$ cat src/rtl/mod_addsub_vec_if.sv
`default_nettype none
// ============================================================================
// Module      : mod_addsub_vec_if
// Description : Operand/result bundle for the vector modular add/sub unit.
//               master = operand source (drives operands, receives results)
//               slave  = mod_addsub_vec (receives operands, drives results)
//   in_valid  : operands valid this cycle
//   kd_mode   : 0 = Kyber 12-bit lanes, 1 = Dilithium 24-bit words
//   op_vec    : per-lane op, 0 = add, 1 = sub (even bits only in Dilithium)
//   sel_a     : 1 = operand A from the alignment delay line, 0 = live a
//   a, b      : packed operands, lane i at [12i+11:12i]
//   out_valid : result valid
//   sum       : packed result, same packing as a
//   range_err : some operand used by this result was >= its modulus
// Revision    : 1.0 - initial release
// ============================================================================
interface mod_addsub_vec_if #(
  parameter int LANES = 2
);
  logic                  in_valid;
  logic                  kd_mode;
  logic [LANES-1:0]      op_vec;
  logic                  sel_a;
  logic [12*LANES-1:0]   a;
  logic [12*LANES-1:0]   b;
  logic                  out_valid;
  logic [12*LANES-1:0]   sum;
  logic                  range_err;

  modport master (
    output in_valid, kd_mode, op_vec, sel_a, a, b,
    input  out_valid, sum, range_err
  );

  modport slave (
    input  in_valid, kd_mode, op_vec, sel_a, a, b,
    output out_valid, sum, range_err
  );
endinterface
`default_nettype wire

$ cat src/rtl/mod_addsub_vec.sv
`default_nettype none
// ============================================================================
// Module      : mod_addsub_vec
// Description : Pipelined vector modular add/sub for the Kyber/Dilithium
//               NTT datapath. LANES 12-bit lanes mod KQ, or LANES/2 24-bit
//               words mod DQ built by chaining lane pairs. Single-step
//               correction, valid-tagged output pipeline of PIPE stages and
//               a DLY_A-deep alignment delay line for operand A.
//   clk  : clock
//   rst  : asynchronous active-low reset
//   bus  : mod_addsub_vec_if.slave (operands in, results out)
// Revision    : 1.0 - initial release
// ============================================================================
module mod_addsub_vec #(
  parameter int LANES = 2,
  parameter int KQ    = 3329,
  parameter int DQ    = 8380417,
  parameter int DLY_A = 6,
  parameter int PIPE  = 1
) (
  input  wire logic          clk,
  input  wire logic          rst,
  mod_addsub_vec_if.slave    bus
);

  localparam int          W     = 12 * LANES;
  localparam int          WORDS = LANES / 2;
  localparam logic [11:0] KQ12  = 12'(KQ);
  localparam logic [23:0] DQ24  = 24'(DQ);
  localparam logic [11:0] DQ_LO = DQ24[11:0];
  localparam logic [11:0] DQ_HI = DQ24[23:12];

  // --------------------------------------------------------------------------
  // Operand-A alignment delay line: shifts every cycle, independent of
  // in_valid, so the tap is always exactly DLY_A cycles old.
  // --------------------------------------------------------------------------
  logic [W-1:0] r_dly [DLY_A];
  logic [W-1:0] w_a_eff;

  for (genvar k = 0; k < DLY_A; k++) begin : g_dly
    if (k == 0) begin : g_head
      always_ff @(posedge clk or negedge rst) begin
        if (!rst) r_dly[k] <= '0;
        else      r_dly[k] <= bus.a;
      end
    end else begin : g_tail
      always_ff @(posedge clk or negedge rst) begin
        if (!rst) r_dly[k] <= '0;
        else      r_dly[k] <= r_dly[k-1];
      end
    end
  end

  assign w_a_eff = bus.sel_a ? r_dly[DLY_A-1] : bus.a;

  // --------------------------------------------------------------------------
  // Per-lane datapath. Each lane has a raw adder (a +/- b) and a correction
  // adder (raw -/+ modulus). In Dilithium mode the odd lane of each pair
  // takes both carries from the even lane, forming 24-bit adders. Subtraction
  // is a + ~b + 1, so a carry out of the top lane means "no borrow".
  // --------------------------------------------------------------------------
  logic [LANES-1:0] w_sub;
  logic [LANES-1:0] w_need;
  logic [LANES-1:0] w_kerr;
  logic [WORDS-1:0] w_derr;
  logic [W-1:0]     w_res;
  logic             w_err;

  for (genvar i = 0; i < LANES; i++) begin : g_lane
    localparam int HI = i | 1;
    localparam int LO = i - (i % 2);

    logic [11:0] w_ai, w_bi, w_m, w_r, w_t;
    logic        w_cin1, w_cin2, w_c1, w_c2;

    assign w_ai     = w_a_eff[12*i +: 12];
    assign w_bi     = bus.b[12*i +: 12];
    assign w_sub[i] = bus.kd_mode ? bus.op_vec[LO] : bus.op_vec[i];

    if (i % 2 == 1) begin : g_odd
      assign w_cin1 = bus.kd_mode ? g_lane[i-1].w_c1 : w_sub[i];
      assign w_cin2 = bus.kd_mode ? g_lane[i-1].w_c2 : ~w_sub[i];
      assign w_m    = bus.kd_mode ? DQ_HI : KQ12;
    end else begin : g_even
      assign w_cin1 = w_sub[i];
      assign w_cin2 = ~w_sub[i];
      assign w_m    = bus.kd_mode ? DQ_LO : KQ12;
    end

    assign {w_c1, w_r} = {1'b0, w_ai} + {1'b0, w_bi ^ {12{w_sub[i]}}}
                       + {12'b0, w_cin1};
    // add: subtract the modulus (r + ~m + 1); sub: add it back (r + m)
    assign {w_c2, w_t} = {1'b0, w_r} + {1'b0, w_m ^ {12{~w_sub[i]}}}
                       + {12'b0, w_cin2};

    // add: s >= m when the raw sum overflowed or r - m did not borrow
    // sub: the raw difference went negative when no carry came out
    assign w_need[i] = w_sub[i] ? ~w_c1 : (w_c1 | w_c2);

    // in Dilithium mode the odd (top) lane decides for the whole word
    assign w_res[12*i +: 12] = (bus.kd_mode ? w_need[HI] : w_need[i]) ? w_t : w_r;

    assign w_kerr[i] = (w_ai >= KQ12) || (w_bi >= KQ12);
  end

  for (genvar j = 0; j < WORDS; j++) begin : g_word
    assign w_derr[j] = (w_a_eff[24*j +: 24] >= DQ24) || (bus.b[24*j +: 24] >= DQ24);
  end

  assign w_err = bus.kd_mode ? (|w_derr) : (|w_kerr);

  // --------------------------------------------------------------------------
  // Output pipeline. Data registers load only alongside a valid bit so idle
  // cycles keep the previous (defined) contents; valid always advances.
  // --------------------------------------------------------------------------
  logic         r_vld [PIPE];
  logic [W-1:0] r_sum [PIPE];
  logic         r_err [PIPE];

  for (genvar s = 0; s < PIPE; s++) begin : g_pipe
    if (s == 0) begin : g_first
      always_ff @(posedge clk or negedge rst) begin
        if (!rst) begin
          r_vld[s] <= 1'b0;
          r_sum[s] <= '0;
          r_err[s] <= 1'b0;
        end else begin
          r_vld[s] <= bus.in_valid;
          if (bus.in_valid) begin
            r_sum[s] <= w_res;
            r_err[s] <= w_err;
          end
        end
      end
    end else begin : g_next
      always_ff @(posedge clk or negedge rst) begin
        if (!rst) begin
          r_vld[s] <= 1'b0;
          r_sum[s] <= '0;
          r_err[s] <= 1'b0;
        end else begin
          r_vld[s] <= r_vld[s-1];
          if (r_vld[s-1]) begin
            r_sum[s] <= r_sum[s-1];
            r_err[s] <= r_err[s-1];
          end
        end
      end
    end
  end

  assign bus.out_valid = r_vld[PIPE-1];
  assign bus.sum       = r_sum[PIPE-1];
  assign bus.range_err = r_err[PIPE-1];

endmodule
`default_nettype wire

$ cat src/flat_wrapper.sv
// flat-port wrapper written by rule: the top's interface ports become plain ports
module mod_addsub_vec_flat 
#(
  parameter int LANES = 2,
  parameter int KQ    = 3329,
  parameter int DQ    = 8380417,
  parameter int DLY_A = 6,
  parameter int PIPE  = 1
)
  (clk, rst, bus_in_valid, bus_kd_mode, bus_op_vec, bus_sel_a, bus_a, bus_b, bus_out_valid, bus_sum, bus_range_err);
  mod_addsub_vec_if #(.LANES(LANES)) bus_i ();
  input  wire logic clk;
  input  wire logic rst;
  input wire logic [$bits(bus_i.in_valid)-1:0] bus_in_valid;
  input wire logic [$bits(bus_i.kd_mode)-1:0] bus_kd_mode;
  input wire logic [$bits(bus_i.op_vec)-1:0] bus_op_vec;
  input wire logic [$bits(bus_i.sel_a)-1:0] bus_sel_a;
  input wire logic [$bits(bus_i.a)-1:0] bus_a;
  input wire logic [$bits(bus_i.b)-1:0] bus_b;
  output wire logic [$bits(bus_i.out_valid)-1:0] bus_out_valid;
  output wire logic [$bits(bus_i.sum)-1:0] bus_sum;
  output wire logic [$bits(bus_i.range_err)-1:0] bus_range_err;
  assign bus_i.in_valid = bus_in_valid;
  assign bus_i.kd_mode = bus_kd_mode;
  assign bus_i.op_vec = bus_op_vec;
  assign bus_i.sel_a = bus_sel_a;
  assign bus_i.a = bus_a;
  assign bus_i.b = bus_b;
  assign bus_out_valid = bus_i.out_valid;
  assign bus_sum = bus_i.sum;
  assign bus_range_err = bus_i.range_err;
  mod_addsub_vec #(.LANES(LANES), .KQ(KQ), .DQ(DQ), .DLY_A(DLY_A), .PIPE(PIPE)) u_core (.clk(clk), .rst(rst), .bus(bus_i));
endmodule
$ cat config.mk
export PLATFORM = sky130hd
export DESIGN_NAME = mod_addsub_vec_flat
export DESIGN_NICKNAME = d
export VERILOG_FILES = /design/src/rtl/mod_addsub_vec_if.sv /design/src/rtl/mod_addsub_vec.sv /design/src/flat_wrapper.sv
export SDC_FILE = /design/constraint.sdc
export NUM_CORES = 1
export LEC_CHECK = 0
export ABC_AREA = 1
export BUFFER_PORTS_ARGS = -buffer_cell sky130_fd_sc_hd__buf_2
export CAP_MARGIN = 25
export CORE_AREA = 4 4 123 125
export DETAILED_ROUTE_END_ITERATION = 10
export DIE_AREA = 0 0 127 129
export GPL_TIMING_DRIVEN = 0
export MAX_ROUTING_LAYER = met4
export PLACE_DENSITY = 0.79
export SYNTH_ARGS = -nofsm -noshare
export SYNTH_HDL_FRONTEND = slang
export SYNTH_SLANG_ARGS = --single-unit
export TNS_END_PERCENT = 5
$ cat constraint.sdc
create_clock -name clk -period 6.02 [get_ports clk]
set_input_delay 0.903 -clock clk [delete_from_list [all_inputs] [get_ports clk]]
set_output_delay 0.903 -clock clk [all_outputs]
set_load 0.05 [all_outputs]
==> flow_summary.toml <==
[outcome]
outcome = "complete, no violations"

[synthesis]
synth.distinct_cells = 41
synth_edf_count = 0
ys_seq_area_share_pct = 51.83
avgSynthCellArea_um2 = 9.140
syn_inst = 898
synth_area_um2 = 8208
synthArstFlopShare_pct = 100.0
ys_warn_count = 0
synth.largest_area_cell = "dfrtp_1"
synth_area_leaders = "dfrtp_1 (52%), nand2_1 (10%), ha_1 (6.7%), xor2_1 (4.8%), inv_1 (4.3%)"
synth_nets = 1002
synth_top_area_share_pct = 51.83
synth_seq_cells = 170
synthFlopType = "dfrtp_1"

[setup_path]
critPathSlowestCell = "fa_1"
crit_path_start_kind = "primary input"
arrival_ns = 5.89
end_kind = "register"
crit_required_ns = 6.32
crit_path_frequent_cell = "nand2_1"
worstPathMaxFanout = 10
worstSetupPathType = "primary input to register"
critPathMaxStageDelay_ns = 0.42

[power_and_ir_drop]
ir_drop_mv = 0.2920
p_comb_share_pct = 38.9
p_clk_share_pct = 27.4
p_int_mw = 2.359
seq_power_share_pct = 33.8
sw_frac_of_total_pct = 39.56
power_density_nw_per_um2 = 411.9
p_switching_mw = 1.544
p_leak_nw = 4.853

[route]
drc = 0
first_pass_iters = 4
postRouteAntennaNets = 0
first_iter_violations = 335
via_per_inst = 5.088
wl_per_cell_um = 15.13
vias = 6055
routed_wl_um = 18010

[clock_network]
clock_path_buffers = 2
clk_pin_slew_ns = 0.07
cts_root_buffer = "clkbuf_16"
insertion_delay_ns = 0.42
cts_sinks = 170
cts_made_buffers = 17
cts_htree_levels = 4
tritoncts = "done"

[run]
maxCapViolations = 0

[placed_design]
gp_congestion = 0.8912
port_buffers = 77
hpwl_um = 13820
dp_slack_ns = -0.2415
placed_area_um2 = 8852

[die]
die_y_um = 129
ios = 81
std_cell_rows = 43
start_util_pct = 59.13
core_area_um2 = 13880
dieArea_um2 = 16380
die_w_um = 127

[finish]
final_common_cell = "nand2_1"
multiInputGateArea_um2 = 3498
fin_nets = 1100
synthToLayoutAreaGrowth_pct = 15.43
final_cell_mix = "nand2_1 (229), dfrtp_1 (170), inv_1 (94), buf_2 (85), nand3_1 (60)"
num-fill-cells = 1080
final_layout_size_suffix_gt1_share_pct = 15.87
seqCellArea_um2 = 4254
final_area_um2 = 9474

[grt]
grt_pass1_wl_um = 29690
grt_max_degree = 89
gr-total-overflow = 0
grt_antenna_before_repair = 2
grt_pass1_vias = 6166
grt_usage_pct = 24.33

[timing]
timing.final.crit_share_pct = 92.73
slew_headroom_pct = 47.97
fmax_ghz = 0.1791
finalSetupViolCount = 0
finClkSkew_ns = 0.01169
setup_slack_ns = 0.4376
hold_violations = 0
finalMaxSlewViolations = 0
finalCriticalPeriod_ns = 5.582
tightestPinTransition_ns = 0.7804

[worst_hold_path]
hold_class = "register to register"
-- sequential cells by signal, indices dropped and copies added, names as in the netlist --
signal	count
u_core.bus.range_err	1
u_core.bus.sum	24
u_core.r_dly	144
u_core.bus.out_valid	1
-- cells by family (layout without fill, tap and decap cells) --
kind of cell	after synthesis	count (layout)	share of synthesized area (%)
flops	170	170	51.83
compound gates	111	111	7.531
xor+xnor	57	57	6.082
simple gates	392	392	20.55
other cells	0	2	0
buf+inv	118	228	5.960
fa+ha+maj	49	49	7.927
mux	1	1	0.1220
-- per-layer routing --
layer / vias to the layer above / global-route usage, % / share of wire [%]
li1: 3086 / - / -
met1: 2809 / 30.49 / 46
met2: 132 / 39.60 / 48
met3: 28 / 4.774 / 4.4
met4: 0 / 9.022 / 2.1
met5: - / - / 0
-- Yosys cell counts (2+ instances only) --
cell / count
nand2_1: 229
dfrtp_1: 170
inv_1: 94
nand3_1: 61
nor2_1: 50
xor2_1: 45
a21oi_1: 44
ha_1: 44
o21ai_0: 39
or2_2: 12
xnor2_1: 12
buf_2: 11
nor3_1: 9
o21bai_1: 9
nand4_1: 7
o211ai_1: 6
fa_1: 5
nand2_2: 5
or2_1: 5
nand3_2: 4
nand3b_1: 4
a31oi_1: 3
buf_6: 3
clkbuf_1: 3
nor4_1: 3
o21ai_1: 3
inv_2: 2
inv_4: 2
nor2_2: 2
-- through the flow --
stage / power, mW / hold slack, ns / setup TNS, ns / instances / util, %
floorplan: 2.484 / 0.3312 / 0 / 898 / -
global placement: 2.813 / 0.3321 / -4.880 / 1155 / 63.53
detailed placement: 2.833 / 0.3347 / -4.761 / 1156 / 63.77
CTS: 3.903 / 0.3431 / 0 / 1187 / 67.88
global route: 4.181 / 0.3438 / -0.03869 / 1190 / 68.25
finish: 3.903 / 0.3404 / 0 / 1190 / 68.25
-- worst max-delay path: cells and delay by family --
kind                       cells  cell delay [ns]
adders and majority gates      4             1.44
AOI/OAI and AO/OA              6             0.83
and+or+nand+nor               15             1.59
buffers and inverters          8             0.90
xor gates and xnor gates       1             0.22
-- power groups by stage --
stage / combinational [mW] / sequential [mW] / clock [mW]
finish: 1.52 / 1.32 / 1.07
global placement: 1.49 / 1.33 / 0
CTS: 1.50 / 1.32 / 1.08
detailed placement: 1.50 / 1.34 / 0
floorplan: 0.883 / 1.60 / 0
global route: 1.71 / 1.33 / 1.15
-- final cells by class --
class,instances,share of cell area [%]
multi-input cells,610,36.93
well taps,180,2.377
diodes,2,0.05283
inverters,99,3.975
clock inverters,13,1.387
plain buffers,19,1.241
repair buffers,79,4.503
clock buffers,18,4.635
flip-flops and latches,170,44.90
-- worst paths after layout --
check / start / to / slack, ns / cells after the start
worst max-delay path: bus_sel_a / u_core.bus.sum[18]$_DFFE_PN0P_ / 0.44 / 34
worst min-delay path: u_core.r_dly[34]$_DFF_PN0_ / u_core.r_dly[10]$_DFF_PN0_ / 0.34 / 0
worst max register to register: u_core.r_dly[9]$_DFF_PN0_ / u_core.bus.sum[18]$_DFFE_PN0P_ / 0.89 / 31
worst min register to register: u_core.r_dly[34]$_DFF_PN0_ / u_core.r_dly[10]$_DFF_PN0_ / 0.34 / 0
max in group asynchronous: rst / u_core.r_dly[77]$_DFF_PN0_ / 4.62 / 2
min in group asynchronous: rst / u_core.bus.sum[2]$_DFFE_PN0P_ / 0.49 / 1
-- repair_timing --
action	4_1_cts	5_1_grt
buffers inserted	0	1
resized for setup	0	9
endpoints found under the setup margin	0	24
hold buffers	0	0
Note: power is estimated with default switching activity, not from simulation.
